## config.mk

```make
export PLATFORM = sky130hd
export DESIGN_NAME = memoria_dados_parametrizada_flat
export DESIGN_NICKNAME = d
export VERILOG_FILES = /design/src/rtl/memoria_pkg.sv /design/src/rtl/memoria_dados_parametrizada_if.sv /design/src/rtl/memoria_alinhador.sv /design/src/rtl/memoria_dados_parametrizada.sv /design/src/flat_wrapper.sv
export SDC_FILE = /design/constraint.sdc
export NUM_CORES = 1
export LEC_CHECK = 0
export CAP_MARGIN = 10
export CELL_PAD_IN_SITES_DETAIL_PLACEMENT = 1
export CELL_PAD_IN_SITES_GLOBAL_PLACEMENT = 2
export CORE_ASPECT_RATIO = 1.5
export CORE_MARGIN = 2
export CORE_UTILIZATION = 48
export CTS_BUF_LIST = sky130_fd_sc_hd__clkbuf_4
export CTS_CLUSTER_DIAMETER = 100
export DETAILED_ROUTE_END_ITERATION = 8
export PLACE_DENSITY_LB_ADDON = 0.1
export REMOVE_ABC_BUFFERS = 1
export SLEW_MARGIN = 20
export SYNTH_ARGS = -nofsm -noshare
export SYNTH_HDL_FRONTEND = slang
export SYNTH_SLANG_ARGS = --single-unit
```

## constraint.sdc

```tcl
create_clock -name Clock -period 7.95 [get_ports Clock]
set_input_delay 1.1925 -clock Clock [delete_from_list [all_inputs] [get_ports Clock]]
set_output_delay 1.1925 -clock Clock [all_outputs]
set_load 0.02 [all_outputs]
```

## src/rtl/memoria_pkg.sv

```systemverilog
// Shared encodings, FSM states and helpers for the parametrised MIPS data memory.
package memoria_pkg;

  typedef enum logic [1:0] {
    TAM_BYTE    = 2'b00,
    TAM_MEIA    = 2'b01,
    TAM_PALAVRA = 2'b10,
    TAM_ILEGAL  = 2'b11
  } tamanho_t;

  typedef enum logic [1:0] {
    IDLE,
    ESPERA,
    RESP
  } estado_t;

  // Command fields captured at acceptance and held for the whole access.
  typedef struct packed {
    logic     escrita;
    logic     leitura;
    tamanho_t tamanho;
    logic     sinal_ext;
  } comando_t;

  function automatic int bytes_por_palavra(input int data_w);
    return data_w / 8;
  endfunction

endpackage

```

## src/rtl/memoria_dados_parametrizada_if.sv

```systemverilog
// Request/response bus between the MEM stage and the data memory.
interface memoria_dados_parametrizada_if #(
  parameter int DATA_W = 32,
  parameter int ADDR_W = 32
) ();

  logic              Req;
  logic              WriteMem;
  logic              ReadMem;
  logic [1:0]        Tamanho;
  logic              SinalExt;
  logic [ADDR_W-1:0] Endereco;
  logic [DATA_W-1:0] EscreveDado;
  logic [DATA_W-1:0] DadosLeitura;
  logic              Pronto;
  logic              Ocupado;
  logic              Erro;

  modport master (
    output Req, WriteMem, ReadMem, Tamanho, SinalExt, Endereco, EscreveDado,
    input  DadosLeitura, Pronto, Ocupado, Erro
  );

  modport slave (
    input  Req, WriteMem, ReadMem, Tamanho, SinalExt, Endereco, EscreveDado,
    output DadosLeitura, Pronto, Ocupado, Erro
  );

endinterface

```

## src/rtl/memoria_alinhador.sv

```systemverilog
// Combinational little-endian lane alignment: byte-enables and shifted store data,
// plus extraction and sign/zero extension of load data.
module memoria_alinhador
  import memoria_pkg::*;
#(
  parameter  int DATA_W = 32,
  localparam int NB     = bytes_por_palavra(DATA_W),
  localparam int OFF_W  = $clog2(NB)
) (
  input  tamanho_t          tamanho,
  input  logic [OFF_W-1:0]  offset,
  input  logic              sinal_ext,
  input  logic [DATA_W-1:0] escreve_dado,
  input  logic [DATA_W-1:0] palavra_lida,
  output logic [NB-1:0]     be,
  output logic [DATA_W-1:0] dado_escrita,
  output logic [DATA_W-1:0] dado_lido
);

  logic [NB-1:0]     be_base;
  logic [DATA_W-1:0] deslocado;

  // NOTE: every always_comb output gets a default first, so no path can infer a latch.
  always_comb begin
    be_base = '0;
    case (tamanho)
      TAM_BYTE:    be_base = NB'(1);
      TAM_MEIA:    be_base = NB'(3);
      TAM_PALAVRA: be_base = '1;
      default:     be_base = '0;
    endcase
  end

  assign be           = be_base << offset;
  assign dado_escrita = escreve_dado << {offset, 3'b000};
  assign deslocado    = palavra_lida >> {offset, 3'b000};

  // Word accesses are aligned (offset 0), so the shifted word is the raw word.
  always_comb begin
    dado_lido = '0;
    case (tamanho)
      TAM_BYTE:
        dado_lido = sinal_ext ? DATA_W'($signed(deslocado[7:0]))  : DATA_W'(deslocado[7:0]);
      TAM_MEIA:
        dado_lido = sinal_ext ? DATA_W'($signed(deslocado[15:0])) : DATA_W'(deslocado[15:0]);
      TAM_PALAVRA:
        dado_lido = deslocado;
      default:
        dado_lido = '0;
    endcase
  end

endmodule

```

## src/rtl/memoria_dados_parametrizada.sv

```systemverilog
// Parametrised byte-addressed data memory with req/ready handshake, wait states and
// access-error detection; stalls the pipeline through Ocupado.
module memoria_dados_parametrizada
  import memoria_pkg::*;
#(
  parameter int DATA_W      = 32,
  parameter int DEPTH       = 16,
  parameter int ADDR_W      = 32,
  parameter int WAIT_CYCLES = 1
) (
  input logic                          Clock,
  input logic                          Reset_n,
  memoria_dados_parametrizada_if.slave bus
);

  localparam int NB    = bytes_por_palavra(DATA_W);
  localparam int OFF_W = $clog2(NB);
  localparam int IDX_W = (DEPTH > 1) ? $clog2(DEPTH) : 1;

  estado_t           estado, prox_estado;
  logic [3:0]        cont, prox_cont;
  comando_t          cmd_vivo, cmd_q, cmd;
  logic [ADDR_W-1:0] end_q, endereco, indice_total;
  logic [DATA_W-1:0] dado_q, escreve_dado;
  logic [DATA_W-1:0] dados_leitura;
  logic [OFF_W-1:0]  offset;
  logic [IDX_W-1:0]  indice;
  logic              aceita, entra_resp, grava, desalinhado, erro;
  logic [NB-1:0]     be;
  logic [DATA_W-1:0] dado_escrita, dado_lido;

  logic [DATA_W-1:0] mem [DEPTH] = '{default: '0};

  assign cmd_vivo = '{escrita:   bus.WriteMem,
                      leitura:   bus.ReadMem,
                      tamanho:   tamanho_t'(bus.Tamanho),
                      sinal_ext: bus.SinalExt};

  // With no wait states the access completes on the acceptance edge itself,
  // so in IDLE the live inputs stand in for the not-yet-latched copy.
  assign aceita       = (estado == IDLE) && bus.Req;
  assign cmd          = (estado == IDLE) ? cmd_vivo        : cmd_q;
  assign endereco     = (estado == IDLE) ? bus.Endereco    : end_q;
  assign escreve_dado = (estado == IDLE) ? bus.EscreveDado : dado_q;

  assign offset       = endereco[OFF_W-1:0];
  assign indice_total = endereco >> OFF_W;
  assign indice       = indice_total[IDX_W-1:0];

  always_comb begin
    desalinhado = 1'b0;
    case (cmd.tamanho)
      TAM_MEIA:    desalinhado = offset[0];
      TAM_PALAVRA: desalinhado = (offset != '0);
      default:     desalinhado = 1'b0;
    endcase
    erro = (cmd.escrita == cmd.leitura) || (cmd.tamanho == TAM_ILEGAL) ||
           desalinhado || (indice_total >= ADDR_W'(DEPTH));
  end

  memoria_alinhador #(.DATA_W(DATA_W)) u_alinhador (
    .tamanho      (cmd.tamanho),
    .offset       (offset),
    .sinal_ext    (cmd.sinal_ext),
    .escreve_dado (escreve_dado),
    .palavra_lida (mem[indice]),
    .be           (be),
    .dado_escrita (dado_escrita),
    .dado_lido    (dado_lido)
  );

  // ESPERA runs until the counter, loaded with WAIT_CYCLES, has counted down to zero.
  always_comb begin
    prox_estado = estado;
    prox_cont   = cont;
    case (estado)
      IDLE:
        if (bus.Req) begin
          if (WAIT_CYCLES > 0) begin
            prox_estado = ESPERA;
            prox_cont   = 4'(WAIT_CYCLES);
          end else begin
            prox_estado = RESP;
          end
        end
      ESPERA:
        if (cont == 4'd0) prox_estado = RESP;
        else              prox_cont   = cont - 4'd1;
      RESP:    prox_estado = IDLE;
      default: prox_estado = IDLE;
    endcase
  end

  assign entra_resp = (prox_estado == RESP) && (estado != RESP);
  assign grava      = entra_resp && cmd.escrita && !erro && Reset_n;

  // NOTE: state registers use non-blocking assignments so every flop samples pre-edge values.
  always_ff @(posedge Clock or negedge Reset_n) begin
    if (!Reset_n) begin
      estado        <= IDLE;
      cont          <= '0;
      cmd_q         <= '0;
      end_q         <= '0;
      dado_q        <= '0;
      dados_leitura <= '0;
    end else begin
      estado <= prox_estado;
      cont   <= prox_cont;
      if (aceita) begin
        cmd_q  <= cmd_vivo;
        end_q  <= bus.Endereco;
        dado_q <= bus.EscreveDado;
      end
      if (entra_resp) begin
        if (erro)             dados_leitura <= '0;
        else if (cmd.leitura) dados_leitura <= dado_lido;
      end
    end
  end

  // NOTE: the array is deliberately not reset; contents survive Reset_n and only
  // the time-zero initial value is defined.
  always_ff @(posedge Clock) begin
    if (grava) begin
      for (int n = 0; n < NB; n++) begin
        if (be[n]) mem[indice][8*n +: 8] <= dado_escrita[8*n +: 8];
      end
    end
  end

  // Ocupado includes a pending Req in IDLE so the stage stalls on the request cycle
  // and stays stalled across back-to-back accesses.
  assign bus.DadosLeitura = dados_leitura;
  assign bus.Pronto       = (estado == RESP);
  assign bus.Erro         = (estado == RESP) && erro;
  assign bus.Ocupado      = (estado != IDLE) || (bus.Req && Reset_n);

endmodule

```

## src/flat_wrapper.sv

```systemverilog
// flat-port wrapper written by rule: the top's interface ports become plain ports
module memoria_dados_parametrizada_flat import memoria_pkg::*;
#(
  parameter int DATA_W      = 32,
  parameter int DEPTH       = 16,
  parameter int ADDR_W      = 32,
  parameter int WAIT_CYCLES = 1
)
  (Clock, Reset_n, bus_Req, bus_WriteMem, bus_ReadMem, bus_Tamanho, bus_SinalExt, bus_Endereco, bus_EscreveDado, bus_DadosLeitura, bus_Pronto, bus_Ocupado, bus_Erro);
  memoria_dados_parametrizada_if #(.DATA_W(DATA_W), .ADDR_W(ADDR_W)) bus_i ();
  input logic Clock;
  input logic Reset_n;
  input wire logic [$bits(bus_i.Req)-1:0] bus_Req;
  input wire logic [$bits(bus_i.WriteMem)-1:0] bus_WriteMem;
  input wire logic [$bits(bus_i.ReadMem)-1:0] bus_ReadMem;
  input wire logic [$bits(bus_i.Tamanho)-1:0] bus_Tamanho;
  input wire logic [$bits(bus_i.SinalExt)-1:0] bus_SinalExt;
  input wire logic [$bits(bus_i.Endereco)-1:0] bus_Endereco;
  input wire logic [$bits(bus_i.EscreveDado)-1:0] bus_EscreveDado;
  output wire logic [$bits(bus_i.DadosLeitura)-1:0] bus_DadosLeitura;
  output wire logic [$bits(bus_i.Pronto)-1:0] bus_Pronto;
  output wire logic [$bits(bus_i.Ocupado)-1:0] bus_Ocupado;
  output wire logic [$bits(bus_i.Erro)-1:0] bus_Erro;
  assign bus_i.Req = bus_Req;
  assign bus_i.WriteMem = bus_WriteMem;
  assign bus_i.ReadMem = bus_ReadMem;
  assign bus_i.Tamanho = bus_Tamanho;
  assign bus_i.SinalExt = bus_SinalExt;
  assign bus_i.Endereco = bus_Endereco;
  assign bus_i.EscreveDado = bus_EscreveDado;
  assign bus_DadosLeitura = bus_i.DadosLeitura;
  assign bus_Pronto = bus_i.Pronto;
  assign bus_Ocupado = bus_i.Ocupado;
  assign bus_Erro = bus_i.Erro;
  memoria_dados_parametrizada #(.DATA_W(DATA_W), .DEPTH(DEPTH), .ADDR_W(ADDR_W), .WAIT_CYCLES(WAIT_CYCLES)) u_core (.Clock(Clock), .Reset_n(Reset_n), .bus(bus_i));
endmodule
```

==> Word-level counts from Yosys, hierarchy flattened <==
Memory sizes are Yosys's and may differ from the RTL's.
Index checks and enable logic that the tools add are counted.
{ "classes": {"reduce_logical": 21, "div": 0, "shifts": 3, "muxes": 28, "order_cmp": 1, "n_mul": 0, "bitwise_logic": 0, "n_addsub": 1, "eq_ne": 10} }
{ "ops": {"columns": ["cell", "n"], "rows": [
  ["two-way mux 32 bit", 6],
  ["case mux 32 bit (3 select lines)", 1],
  ["left shift 32 x 5 -> 32 bit", 1],
  ["right shift 32 x 5 -> 32 bit", 1],
  ["greater-or-equal comparator 30 x 5 -> 1 bit, second input constant", 1],
  ["two-way mux 1 bit", 12],
  ["case mux 4 bit (3 select lines)", 1],
  ["equality test 2 bit, second input constant", 4],
  ["two-way mux 4 bit", 2],
  ["case mux 4 bit (2 select lines)", 1],
  ["nonzero test 2 bit", 4],
  ["logical AND 1 bit", 7],
  ["!= test 2 bit, second input constant", 3],
  ["two-way mux 5 bit", 1],
  ["equality test 2 x 1 -> 1 bit, second input constant", 2],
  ["zero test 2 bit", 2],
  ["zero test 4 bit", 1],
  ["logical OR 1 bit", 4],
  ["two-way mux 2 bit", 2],
  ["case mux 2 bit (2 select lines)", 1],
  ["left shift 4 x 2 -> 4 bit", 1],
  ["subtractor 4 x 1 -> 4 bit, second input constant", 1],
  ["AND reduction 3 bit", 1],
  ["case mux 1 bit (2 select lines)", 1],
  ["3 further kinds", 3]
]} }
{ "word_totals": {"memories": 1, "out_inout_bits": 35, "ff_bits": 107, "elab_cells": 74, "mem_bits_ro": 0, "latchBits": 0, "ramBits": 512} }
{ "memory_table": {"columns": ["name", "words", "width", "rd", "rd_clocked_by_memory_dff", "wr", "line", "text"], "rows": [
  ["u_core.mem", 16, 32, 1, 0, 1, "memoria_dados_parametrizada.sv:32", "logic [DATA_W-1:0] mem [DEPTH] = '{default: '0};"]
]} }

==> Depth between registers and ports, before layout <==
{ "logic_depth": {"depth_word": 11, "mapped_depth": 18, "mapped_depth_nobuf": 12} }

==> Cells and area by module <==
Synthesis repeated with hierarchy kept, for this count alone.
{ "unflattened": {"cells_unflattened": 1885, "hier_area_um2": 25333.0} }
{ "modules_own_cells": {"columns": ["module", "cells_each", "n_inst", "seq_area_each_um2", "area_each_um2"], "rows": [
  ["memoria_dados_parametrizada", 1670, 1, 18052.3, 23881.7],
  ["memoria_alinhador", 215, 1, 0.0, 1451.4]
]} }

==> Worst setup path after synthesis <==
Ideal clock, no wire load.
{ "synth_timing": {"path_type": "register -> output", "start": "register u_core.estado[1]", "end": "output bus_Erro", "slack_ns": 4.141, "t_arrival_ns": 2.617, "path_stages_with_launch": 13, "cell_sequence": "dfrtp_1 -> buf_6 -> buf_2 -> nor2_2 -> buf_6 -> buf_2 -> buf_1 -> mux2i_1 -> ha_1 -> o21ai_1 -> a21o_1 -> nand3b_1 -> and2_1"} }
{ "synth_between": {"elab_chain_len": 7} }
{ "synth_rtl": {"columns": ["element", "line", "text"], "rows": [
  ["start: declaration", "memoria_dados_parametrizada.sv:20", "estado_t estado, prox_estado;"],
  ["start signal: assignment", "memoria_dados_parametrizada.sv:107", "estado <= prox_estado;"],
  ["parallel branches: the longest is 6 deep, another holds greater-or-equal comparator 30 x 5 -> 1 bit", null, null],
  ["logical AND 1 bit (*)", "memoria_dados_parametrizada.sv:135", "assign bus.Erro = (estado == RESP) && erro;"],
  ["end: declaration", "flat_wrapper.sv:23", "output wire logic [$bits(bus_i.Erro)-1:0] bus_Erro;"]
]} }
Every way passes the cells marked *.

==> Final worst setup path <==
Same ends and word-level chain as after synthesis.

==> metrics.json <==
{
  "synth_top_flop_cell": "sky130_fd_sc_hd__edfxtp_1",
  "wl_met2_um": 43900,
  "global_route.overflow_total": 0,
  "dp_hpwl_um": 58000,
  "clock_tree_from_tritoncts": "built",
  "tritoncts_num_sinks": 619,
  "synth.yosys.seq_area_share_pct": 66.9,
  "first_global_vias": 19648,
  "layout-area-overhead-vs-synth_pct": 13.3,
  "crit_path_max_fanout": 38,
  "total_switching_power_mw": 5.65,
  "groute.usage.overall_pct": 29.9,
  "io_pins": 107,
  "crit_path_class": "flop to primary output",
  "design.die.area_um2": 58200,
  "power.share.sequential_pct": 35.4,
  "synthesis.area_um2": 27000,
  "drive_gt1_share_pct": 19.4,
  "clk_path_buf_depth": 3,
  "ctsHoldBuffers": 0,
  "grt_start_max_net_pins": 98,
  "fmaxAchievable_mhz": 176,
  "cts_max_level": 4,
  "num_rows": 106,
  "post_cts.resized_instances": 0,
  "finalCritPeriodShare_pct": 71.4,
  "number_of_instances_in_the_synthesized_netlist": 2058,
  "detailedRoute.firstIterationViolations": 1408,
  "totalNegativeSetupSlack_ns": 0,
  "tritoncts_buffers": 147,
  "vdd_ir_drop_max_uv": 320,
  "cp.arrival_ns": 4.49,
  "setup-violations-final": 0,
  "fin_skew_ns": 0.0530,
  "firstDrtPassIters": 6,
  "yosys_register_bits": 619,
  "met3_length_um": 5050,
  "final_critical_path_time_including_i_o_delays_and_setup_ns": 5.68,
  "fillers": 5639,
  "total_area_of_multi_input_combinational_cells_um2": 8350,
  "p_int_mw": 7.38,
  "drc": 0,
  "core_area_um2": 55700,
  "grt_antenna_before_repair": 5,
  "met1_length_um": 32500,
  "design.final.nets": 2294,
  "hold_path_class": "input pin to asynchronous set/reset pin",
  "power.density_cell_area_nw_per_um2": 426,
  "worst_setup_path_start_kind": "flop",
  "worstSetupEndpointType": "primary output",
  "max_cap_viols": 0,
  "totalWireLength_um": 85900,
  "setup_repair_after_global_routing_missed_its_margin": "no",
  "yosysUniqueCellTypes": 79,
  "global_route_wire_length_before_repair_um": 125000,
  "top_routing_layer_in_use": "met4",
  "pwr-share-comb_pct": 44.7,
  "floorplan.initialDensity_pct": 48.4,
  "clkTransAtPathRegs_ns": 0.07,
  "cts_root_buffer": "sky130_fd_sc_hd__clkbuf_4",
  "hold_viol_final": 0,
  "outcome": "finished, final reports clean",
  "final_cell_mix": "sky130_fd_sc_hd__edfxtp_1 (512), sky130_fd_sc_hd__nand2_1 (389), sky130_fd_sc_hd__clkbuf_4 (204), sky130_fd_sc_hd__nor2_1 (145), sky130_fd_sc_hd__nand3_1 (110)",
  "register_area_um2": 18100,
  "vias": 18647,
  "die_y_um": 294,
  "power.leakage_nw": 10.9,
  "synth-edff-count": 512,
  "viasPerCell": 6.13,
  "drtAntennaViolNets": 0,
  "detail_route.wl_per_cell_um": 28.2,
  "synthesis.yosys.warnings": 0,
  "cp_data_required_time_ns": 6.76,
  "worstMarginPinSlew_ns": 1.21,
  "post-layout-total-power_mw": 13.0,
  "timing.final.max_slew_violations": 0,
  "postCtsSetupRepairBufs": 0,
  "global_placer_s_final_weighted_congestion": 0.888,
  "synth_async_sr_flop_share_pct": 17.3,
  "io_buffers": 106,
  "slew_headroom_pct": 18.9,
  "clk_latency_ns": 0.95,
  "clock_power_share_pct": 19.9,
  "final_common_cell": "sky130_fd_sc_hd__edfxtp_1",
  "die_width_um": 198,
  "synth.avg_cell_area_um2": 13.1,
  "power.share.switching_pct": 43.4
}
-- registers in the layout, summed over array words and instances, names as in the netlist --
signal and cells:
u_core.mem 512, u_core.dado_q 32, u_core.end_q 32, u_core.bus.DadosLeitura 32, u_core.estado 2, u_core.cont 4
u_core.cmd_q 5
-- power groups by stage --
| stage | logic, mW | registers (mW) | clock network, mW |
|---|---|---|---|
| after floorplan | 3.33 | 4.61 | 0 |
| after global placement | 5.64 | 4.67 | 0 |
| after detailed placement | 5.76 | 4.68 | 0 |
| after CTS | 5.78 | 4.61 | 2.64 |
| after global routing | 6.15 | 4.64 | 2.79 |
| final | 5.82 | 4.61 | 2.59 |
-- per-stage QoR --
step	instance area, um^2	utilization (%)	worst slack [ns]	instances	hold WS [ns]
after floorplan	26200	-	1.95	1923	0.455
after global placement	28700	51.4	2.61	2768	0.471
after detailed placement	28700	51.5	2.50	2768	0.485
after CTS	30500	54.8	2.25	3034	0.179
after global routing	30600	54.9	2.03	3041	0.224
final	30600	54.9	2.27	3042	0.241
-- critical path, stage by stage (launching register included) --
cell,delay [ns]
sky130_fd_sc_hd__dfrtp_1,0.63
sky130_fd_sc_hd__nor2_4,0.21
sky130_fd_sc_hd__buf_4,0.58
sky130_fd_sc_hd__mux2i_1,0.46
sky130_fd_sc_hd__ha_1,0.42
sky130_fd_sc_hd__o21ai_1,0.12
sky130_fd_sc_hd__a21o_1,0.24
sky130_fd_sc_hd__nand3b_1,0.15
sky130_fd_sc_hd__and2_1,0.15
sky130_fd_sc_hd__clkdlybuf4s50_1,0.61
-- synthesized netlist by cell type (all sizes together) (3+ instances only) --
cell,n,area (um^2)
o211ai,3,22.5
a221oi,9,78.8
o21ai,42,229
buf,88,573
nand2,391,1470
a32oi,26,228
a211oi,21,158
nand3,110,551
o22ai,36,231
a221o,19,190
mux2i,90,905
ha,6,75.1
a311o,3,30.0
nor4b,4,41.3
a2bb2oi,9,78.8
dfrtp,107,2680
or2,7,43.8
o21a,13,97.6
a211o,13,114
nand3b,4,42.5
nor2b,5,31.3
xor2,3,26.3
mux4,16,360
and4,4,40.0
or3,4,25.0
and3,16,100
mux2,83,938
nor3,6,45.0
and2,5,33.8
a21oi,53,265
nand4,14,87.6
inv,11,41.3
nor2,158,623
edfxtp,512,15400
clkbuf,47,176
a31oi,54,372
nor4,16,100
o31ai,7,62.6
a22o,4,43.8
o221a,19,214
-- final cells by class --
class	count	share of cell area (%)
antenna	7	0.0573
clock buffer	204	5.01
clock inverter	62	1.08
inverter	11	0.135
multi-input combinational	1293	27.3
sequential	619	59.1
tap	702	2.87
timing repair buffer	144	4.46
-- worst paths after layout --
path / start / endpoint / slack, ns / cells past startpoint
max: u_core.estado[1] / bus_Erro / 2.27 / 9
min: Reset_n / u_core.end_q[11] / 0.24 / 1
max reg2reg: u_core.estado[1] / u_core.mem[13][8] / 2.91 / 11
min reg2reg: u_core.bus.DadosLeitura[28] / u_core.bus.DadosLeitura[28] / 0.49 / 1
max in group asynchronous: Reset_n / u_core.bus.DadosLeitura[16] / 6.28 / 2
min in group Clock: u_core.bus.DadosLeitura[28] / u_core.bus.DadosLeitura[28] / 0.49 / 1
-- cell families after synthesis --
| family | after synthesis | share of synthesized area, % |
|---|---|---|
| AND/OR/NAND/NOR | 754 | 12.3 |
| flip-flops | 619 | 66.9 |
| AO/OA/AOI/OAI | 341 | 9.30 |
| multiplexers | 189 | 8.17 |
| buffers and inverters | 146 | 2.93 |
| adder cells (fa/ha/maj) | 6 | 0.278 |
| XOR/XNOR | 3 | 0.0974 |
-- metal layers --
layer / track usage (%) / vias up
li1: - / 8183
met1: 35.3 / 9477
met2: 52.0 / 758
met4: 16.7 / 0
met5: 0 / -
met3: 4.97 / 229
Note: power is estimated with default switching activity, not from simulation.
